--- config.mk ---
export PLATFORM = sky130hd
export DESIGN_NAME = collision_detector
export DESIGN_NICKNAME = d
export VERILOG_FILES = /design/src/rtl/collision_detector.sv
export SDC_FILE = /design/constraint.sdc
export NUM_CORES = 1
export LEC_CHECK = 0
export BUFFER_PORTS_ARGS = -buffer_cell sky130_fd_sc_hd__buf_4
export CAP_MARGIN = 10
export CORE_AREA = 2 2 50 52
export DETAILED_ROUTE_END_ITERATION = 8
export DIE_AREA = 0 0 52 54
export GPL_TIMING_DRIVEN = 1
export PLACE_DENSITY = 0.91
export SYNTH_ARGS = -nofsm -noshare
export SYNTH_HDL_FRONTEND = slang
export SYNTH_SLANG_ARGS = --single-unit
--- constraint.sdc ---
create_clock -name clk -period 0.8 [get_ports clk]
set_input_delay 0.12 -clock clk [delete_from_list [all_inputs] [get_ports clk]]
set_output_delay 0.12 -clock clk [all_outputs]
set_load 0.03 [all_outputs]
--- src/rtl/collision_detector.sv ---
// Pong ball/paddle overlap detector; optional macro COLLISION_DIR_GATE_EN gates each hit by ball direction.
// Latency: 1 clk from inputs to registered level outputs. Backpressure: none, evaluated every cycle.
// Windows are inclusive on both ends; all bounds are 11-bit so paddle bottoms never wrap.
module collision_detector #(
  parameter int P1_X     = 64,
  parameter int CPU_X    = 576,
  parameter int PADDLE_W = 8,
  parameter int PADDLE_H = 64
) (
  input  logic       clk,
  input  logic       rst_n,
  input  logic [9:0] ball_posx,
  input  logic [9:0] ball_posy,
  input  logic [9:0] p1_posy,
  input  logic [9:0] cpu_posy,
  input  logic       ball_x_vel,
  output logic       collision,
  output logic       hit_p1,
  output logic       hit_cpu
);

  // Left paddle lower x bound clamps at 0 rather than underflowing.
  localparam int          P1_LO_I = (P1_X >= PADDLE_W) ? (P1_X - PADDLE_W) : 0;
  localparam logic [10:0] P1_LO   = 11'(P1_LO_I);
  localparam logic [10:0] P1_HI   = 11'(P1_X);
  localparam logic [10:0] CPU_LO  = 11'(CPU_X);
  localparam logic [10:0] CPU_HI  = 11'(CPU_X + PADDLE_W);
  localparam logic [10:0] PAD_H   = 11'(PADDLE_H);

  logic [10:0] bx, by, p1_top, p1_bot, cpu_top, cpu_bot;
  logic        p1_x_ok, cpu_x_ok, p1_y_ok, cpu_y_ok;
  logic        hit_p1_c, hit_cpu_c;

  assign bx      = {1'b0, ball_posx};
  assign by      = {1'b0, ball_posy};
  assign p1_top  = {1'b0, p1_posy};
  assign cpu_top = {1'b0, cpu_posy};
  assign p1_bot  = p1_top + PAD_H;
  assign cpu_bot = cpu_top + PAD_H;

  assign p1_x_ok  = (bx >= P1_LO) && (bx <= P1_HI);
  assign cpu_x_ok = (bx >= CPU_LO) && (bx <= CPU_HI);
  assign p1_y_ok  = (by >= p1_top) && (by <= p1_bot);
  assign cpu_y_ok = (by >= cpu_top) && (by <= cpu_bot);

`ifdef COLLISION_DIR_GATE_EN
  assign hit_p1_c  = p1_x_ok && p1_y_ok && !ball_x_vel;
  assign hit_cpu_c = cpu_x_ok && cpu_y_ok && ball_x_vel;
`else
  logic unused_vel;
  assign unused_vel = ball_x_vel;
  assign hit_p1_c  = p1_x_ok && p1_y_ok;
  assign hit_cpu_c = cpu_x_ok && cpu_y_ok;
`endif

  always_ff @(posedge clk or negedge rst_n) begin
    if (!rst_n) begin
      collision <= 1'b0;
      hit_p1    <= 1'b0;
      hit_cpu   <= 1'b0;
    end else begin
      collision <= hit_p1_c || hit_cpu_c;
      hit_p1    <= hit_p1_c;
      hit_cpu   <= hit_cpu_c;
    end
  end

endmodule

==> reports/metrics.cfg, run 1 <==
[sta]
slew_viol_final=0
final_critical_path_setup_slack_ps=-734
setup_tns_ps=-2350
max-slew-margin-rel=0.772
holdWs_ps=189
layout_min_cycle_time_ps=1530
tightest_slew_ps=341
max_freq_mhz=652
fin_crit_sh=1.92
hold_viol_final=0
setup_viol=6
rsz0062_at_grt=true

[global_routing]
grt_max_degree=6
grt_pass1_vias=1290
antenna_found_initial=0
grt_use_total=0.264
grt_pass1_wl_um=5440
overflow=0

[final_layout]
seq_area_sq_um=75.1
layout_common_cells=buf_4 (56), inv_1 (27), ha_1 (25)
area_delta_synth_final_pct=74.3
instances_no_fill=229
num-nets-final=273
multi_input_area_sq_um=1050
final_common_cell=buf_4
post-route-util=0.787
antenna_cells=0
drive_gt1_frac=0.447
nFillCells=137

[route]
wire_per_inst_um=19.4
first_pass_iters=4
drc=0
first_iter_violations=27
wl_um=4450
vias=1392
antenna_left=0
vias_per_cell=6.08

[floorplan]
die_w_um=52
die_y_um=54
dieArea_sq_um=2810
core_area_sq_um=2320
fp-row-count=18
io_pins=46
initial_core_util=0.451

[yosys]
synth.distinct_cells=35
synth_edf_count=0
ys_seq_area_frac=0.0717
syn_inst=130
synth_nets=203
synth_area_per_cell_sq_um=8.06
yosysWarnings=0
synthesis.area_sq_um=1050
synthArstFlopShare=1.00
synth_seq_cells=3
synth_flop_cell=dfrtp_1

[min_path]
hp-class=in -> reg
whs_endpoint=hit_p1
worstHoldStart=ball_posx[9]
hold_depth=4

[critical_path]
critPathLaunchType=primary input
end_kind=register
crit_fanout=3
crit_type=in -> reg
cp.arrival_ps=1680
cp.required_ps=950

[power_and_ir_drop]
ir_drop_v=0.000640
power_density_nw_per_um2=859
power_mw=1.57
p_leak_nw=0.952

[place]
dp_cells=222
place.gp.congestion=0.811
port_buffers=44
place_hpwl_um=2690

[flow_run]
cap_violations=0

[clock_network]
cts_tree=built
clock_path_buffers=2
root_buffer=clkbuf_4
clkSlewWorstSetupHoldPaths_ps=60
numCtsBuffers=3
cts_htree_levels=1
clock-sinks=3

[status]
violations=setup timing
status=finished with violations

[critical path, cell delays in order]
cell	delay (ps)
buf_8	110
ha_4	170
xnor2_4	150
ha_4	240
a21o_1	190
a21oi_2	220
o22a_1	220
o221ai_2	120
o32ai_2	140
[power breakdown]
part	internal [mW]	switching [mW]	total, mW	leakage (nW)
Combinational	0.583	0.533	1.12	0.895
Clock	0.189	0.109	0.298	0.0150
Sequential	0.153	0.000537	0.153	0.0419
[repair_timing]
action                                 4_1_cts  5_1_grt
endpoints found under the hold margin        3        0
hold buffers                                 1        0
setup endpoints to repair                    6        6
buffers inserted                             2        0
pin swaps                                   10       10
gates resized for setup                     17       15
[stage by stage]
stage | setup WS, ps | area, sq um
after floorplan | -661 | 1080
after global placement | -860 | 1580
after detailed placement | -905 | 1580
after CTS | -659 | 1720
after global routing | -776 | 1830
final | -734 | 1830
[flip-flops by register name, summed over array words and instances, names as in the netlist]
signal	flops
collision	1
hit_p1	1
hit_cpu	1
[cells in the mapped netlist (3+ instances only)]
library cell	instances	area [sq um]
a21oi_1	10	50.1
ha_1	30	375
nor3_1	3	15.0
nor2b_1	3	18.8
inv_1	27	101
o21a_1	3	22.5
nand2_1	3	11.3
nand3_1	3	15.0
nor2_1	3	11.3
xnor2_1	4	35.0
dfrtp_1	3	75.1
nand4_1	4	25.0
o21ai_0	3	15.0
a21o_1	6	45.0
[cell type report]
| type | instances | share of cell area |
|---|---|---|
| Clock buffer | 4 | 0.0144 |
| Tap cell | 30 | 0.0206 |
| Inverter | 27 | 0.0555 |
| Multi-Input combinational cell | 100 | 0.577 |
| Timing Repair Buffer | 65 | 0.291 |
| Sequential cell | 3 | 0.0411 |
[worst max path at each step]
stage          cells after the start   startpoint   endpoint
2_1_floorplan                      7  cpu_posy[6]  collision
3_3_place_gp                       8  cpu_posy[7]  collision
3_5_place_dp                       8  cpu_posy[7]  collision
4_1_cts                            8  cpu_posy[6]  collision
5_1_grt                            9   p1_posy[7]  collision
6_report                           9   p1_posy[6]  collision
[logic make-up after synthesis]
family	synth area share
compound gates	0.253
fa+ha+maj	0.358
simple gates	0.186
buf+inv	0.0968
xor+xnor	0.0334
flops	0.0717
[layer usage]
| metal | track usage | share of wire | wire, um | up-vias |
|---|---|---|---|---|
| met2 | 0.565 | 0.52 | 2290 | 85 |
| met3 | 0.0361 | 0.062 | 274 | 32 |
| met4 | 0.114 | 0.065 | 289 | 0 |
| met1 | 0.241 | 0.36 | 1600 | 653 |
| li1 | - | - | - | 622 |
| met5 | 0 | 0 | 0 | - |
Power figures use the tool's default switching activity.
==> run 2, diff against run 1 <==
--- a/config.mk
+++ b/config.mk
@@ -5,13 +5,14 @@
 export SDC_FILE = /design/constraint.sdc
 export NUM_CORES = 1
 export LEC_CHECK = 0
+export ABC_AREA = 1
 export BUFFER_PORTS_ARGS = -buffer_cell sky130_fd_sc_hd__buf_4
 export CAP_MARGIN = 10
-export CORE_AREA = 2 2 50 52
+export CORE_AREA = 2 2 53 55
 export DETAILED_ROUTE_END_ITERATION = 8
-export DIE_AREA = 0 0 52 54
+export DIE_AREA = 0 0 55 57
 export GPL_TIMING_DRIVEN = 1
-export PLACE_DENSITY = 0.91
+export PLACE_DENSITY = 0.89
 export SYNTH_ARGS = -nofsm -noshare
 export SYNTH_HDL_FRONTEND = slang
 export SYNTH_SLANG_ARGS = --single-unit
==> run 2 against run 1 <==
Effect of this change: critical path type unchanged; worst hold slack gained 18 ps; sequential power about the same; utilization fell by 9.5 points; final cell count rose by 25%; highest routed layer unchanged; the flow still finishes with violations (setup timing); die area up 12%; routed wire length is 32% lower; via count increased by 1.6%.
==> reports/metrics.cfg, run 2 <==
[status]
status=finished with violations
violations=setup timing

[clock_network]
cts_htree_levels=1
cts_tree=built
numCtsBuffers=3
clock-sinks=3
clock_path_buffers=2
root_buffer=clkbuf_4
clkSlewWorstSetupHoldPaths_ps=40
post_cts_buffers=0

[final_layout]
antenna_cells=0
num-nets-final=330
top_regs=collision (1), hit_cpu (1), hit_p1 (1)
nFillCells=217
final_area_sq_um=1810
area_delta_synth_final_pct=52.7
instances_no_fill=287
layout_common_cells=nand2_1 (51), inv_1 (47), buf_4 (45)
final_common_cell=nand2_1
post-route-util=0.692
drive_gt1_frac=0.305

[place]
placed_cell_area_sq_um=1650
place.gp.congestion=0.841
place_ws_ps=-703
dp_cells=282
place_hpwl_um=2430
port_buffers=44

[yosys]
syn_inst=198
synth_common_cells=nand2_1 (53), inv_1 (48), ha_1 (30)
synthArstFlopShare=1.00
yosysWarnings=0
synth_area_per_cell_sq_um=5.98
synth_nets=271
synth_seq_cells=3
ys_seq_area_frac=0.0634
synth_area_leaders=ha_1 (32%), nand2_1 (17%), inv_1 (15%)
synth.largest_area_cell=ha_1
synth.distinct_cells=18
yosysTopAreaCellShare=0.317
synth_edf_count=0
synthesis.area_sq_um=1180
synth_flop_cell=dfrtp_1
yosysMostFrequentCell=nand2_1

[min_path]
hp-class=in -> async

[sta]
slew_viol_final=0
holdWs_ps=207
setup_tns_ps=-1460
setup_viol=6
final_critical_path_setup_slack_ps=-438
fin_crit_sh=1.55
hold_viol_final=0
max-slew-margin-rel=0.839
max_freq_mhz=808
tightest_slew_ps=241
rsz0062_at_grt=true
layout_min_cycle_time_ps=1240

[floorplan]
die_w_um=55
die_y_um=57
core_area_sq_um=2620
io_pins=46
dieArea_sq_um=3140
initial_core_util=0.453
fp-row-count=19

[critical_path]
crit_type=in -> reg
crit_fanout=3
crit_chain=buf_8 -> ha_4 -> xnor2_2 -> ha_1 -> nand3_2 -> nor2_4 -> nand3_2 -> nand3_2 -> nand2_2 -> nand3_2 -> nand2_1
cp_slowest_cell=ha_1
cpMostUsedCell=nand3_2
cpLargestDelayFamily=simple AND/OR/NAND/NOR gates
critPathBufInv=1
max_stage_delay_ps=320
critPathLaunchType=primary input
end_kind=register
cp.required_ps=930
cp.arrival_ps=1370

[route]
drc=0
first_pass_iters=4
vias=1414
vias_per_cell=4.93
wire_per_inst_um=10.5
first_iter_violations=31
antenna_left=0
wl_um=3020

[global_routing]
grt_pass1_vias=1309
grtUsageMet2=0.364
grt_pass1_wl_um=4910
overflow=0
met1_usage=0.238
grt.busiest_layer=met2
gr-usage-met3=0.0209
antenna_found_initial=0
grt_use_total=0.202
grt_max_degree=6

[power_and_ir_drop]
power_mw=1.33
ir_drop_v=0.000732
power_density_nw_per_um2=736
p_leak_nw=1.08

[flow_run]
cap_violations=0

## run 2: cell count changes after synthesis, sizes merged, moves of 3 or more
cell	before	now
a21o	6	0
inv	27	48
nand2	3	53
nand3	3	17
nor2	3	16
nor2b	3	0
o21ai	3	0
o221ai	3	0
## run 2: worst max-delay path by stage
stage	startpoint	end	slack (ps)	cells after the start
after floorplan	p1_posy[6]	collision	-470	10
after global placement	cpu_posy[6]	collision	-660	11
after detailed placement	p1_posy[6]	collision	-700	11
after CTS	cpu_posy[7]	collision	-430	11
after global routing	cpu_posy[7]	collision	-520	11
final	p1_posy[6]	collision	-440	11
## run 2: timing repair
action / CTS / global route
setup endpoints to repair: 6 / 6
hold buffers: 1 / 0
resized for setup: 20 / 7
hold endpoints to repair: 3 / 0
pin swaps: 16 / 14
gates cloned: 0 / 0
## run 2: logic make-up (layout without fill, tap and decap cells)
logic type / count (synthesis) / count (layout) / share of synthesized area
AO/OA/AOI/OAI: 14 / 14 / 0.0686
XOR/XNOR: 4 / 4 / 0.0296
adder cells (fa/ha/maj): 30 / 30 / 0.317
buffers and inverters: 48 / 106 / 0.152
flip-flops: 3 / 3 / 0.0634
AND/OR/NAND/NOR: 99 / 99 / 0.370
## run 2: layout make-up
| type | instances | area (sq um) | share of cell area |
|---|---|---|---|
| Inverter | 48 | 180 | 0.0996 |
| Timing Repair Buffer | 54 | 449 | 0.248 |
| Sequential cell | 3 | 75.1 | 0.0415 |
| Clock buffer | 4 | 26.3 | 0.0145 |
| Tap cell | 31 | 38.8 | 0.0214 |
| Multi-Input combinational cell | 147 | 1040 | 0.575 |
## run 2: metal layers
| metal | routed length, um | up-vias | part of all wire |
|---|---|---|---|
| met2 | 1600 | 30 | 0.53 |
| met3 | 97 | 4 | 0.032 |
| met1 | 1290 | 638 | 0.43 |
| met4 | 34 | 0 | 0.011 |
| met5 | 0 | - | 0 |
| li1 | - | 742 | - |
## run 2: power by group
group	total, mW	internal [mW]	switching (mW)
clock	0.276	0.188	0.0882
sequential	0.154	0.153	0.000316
combinational	0.902	0.450	0.452
total	1.33	0.791	0.540
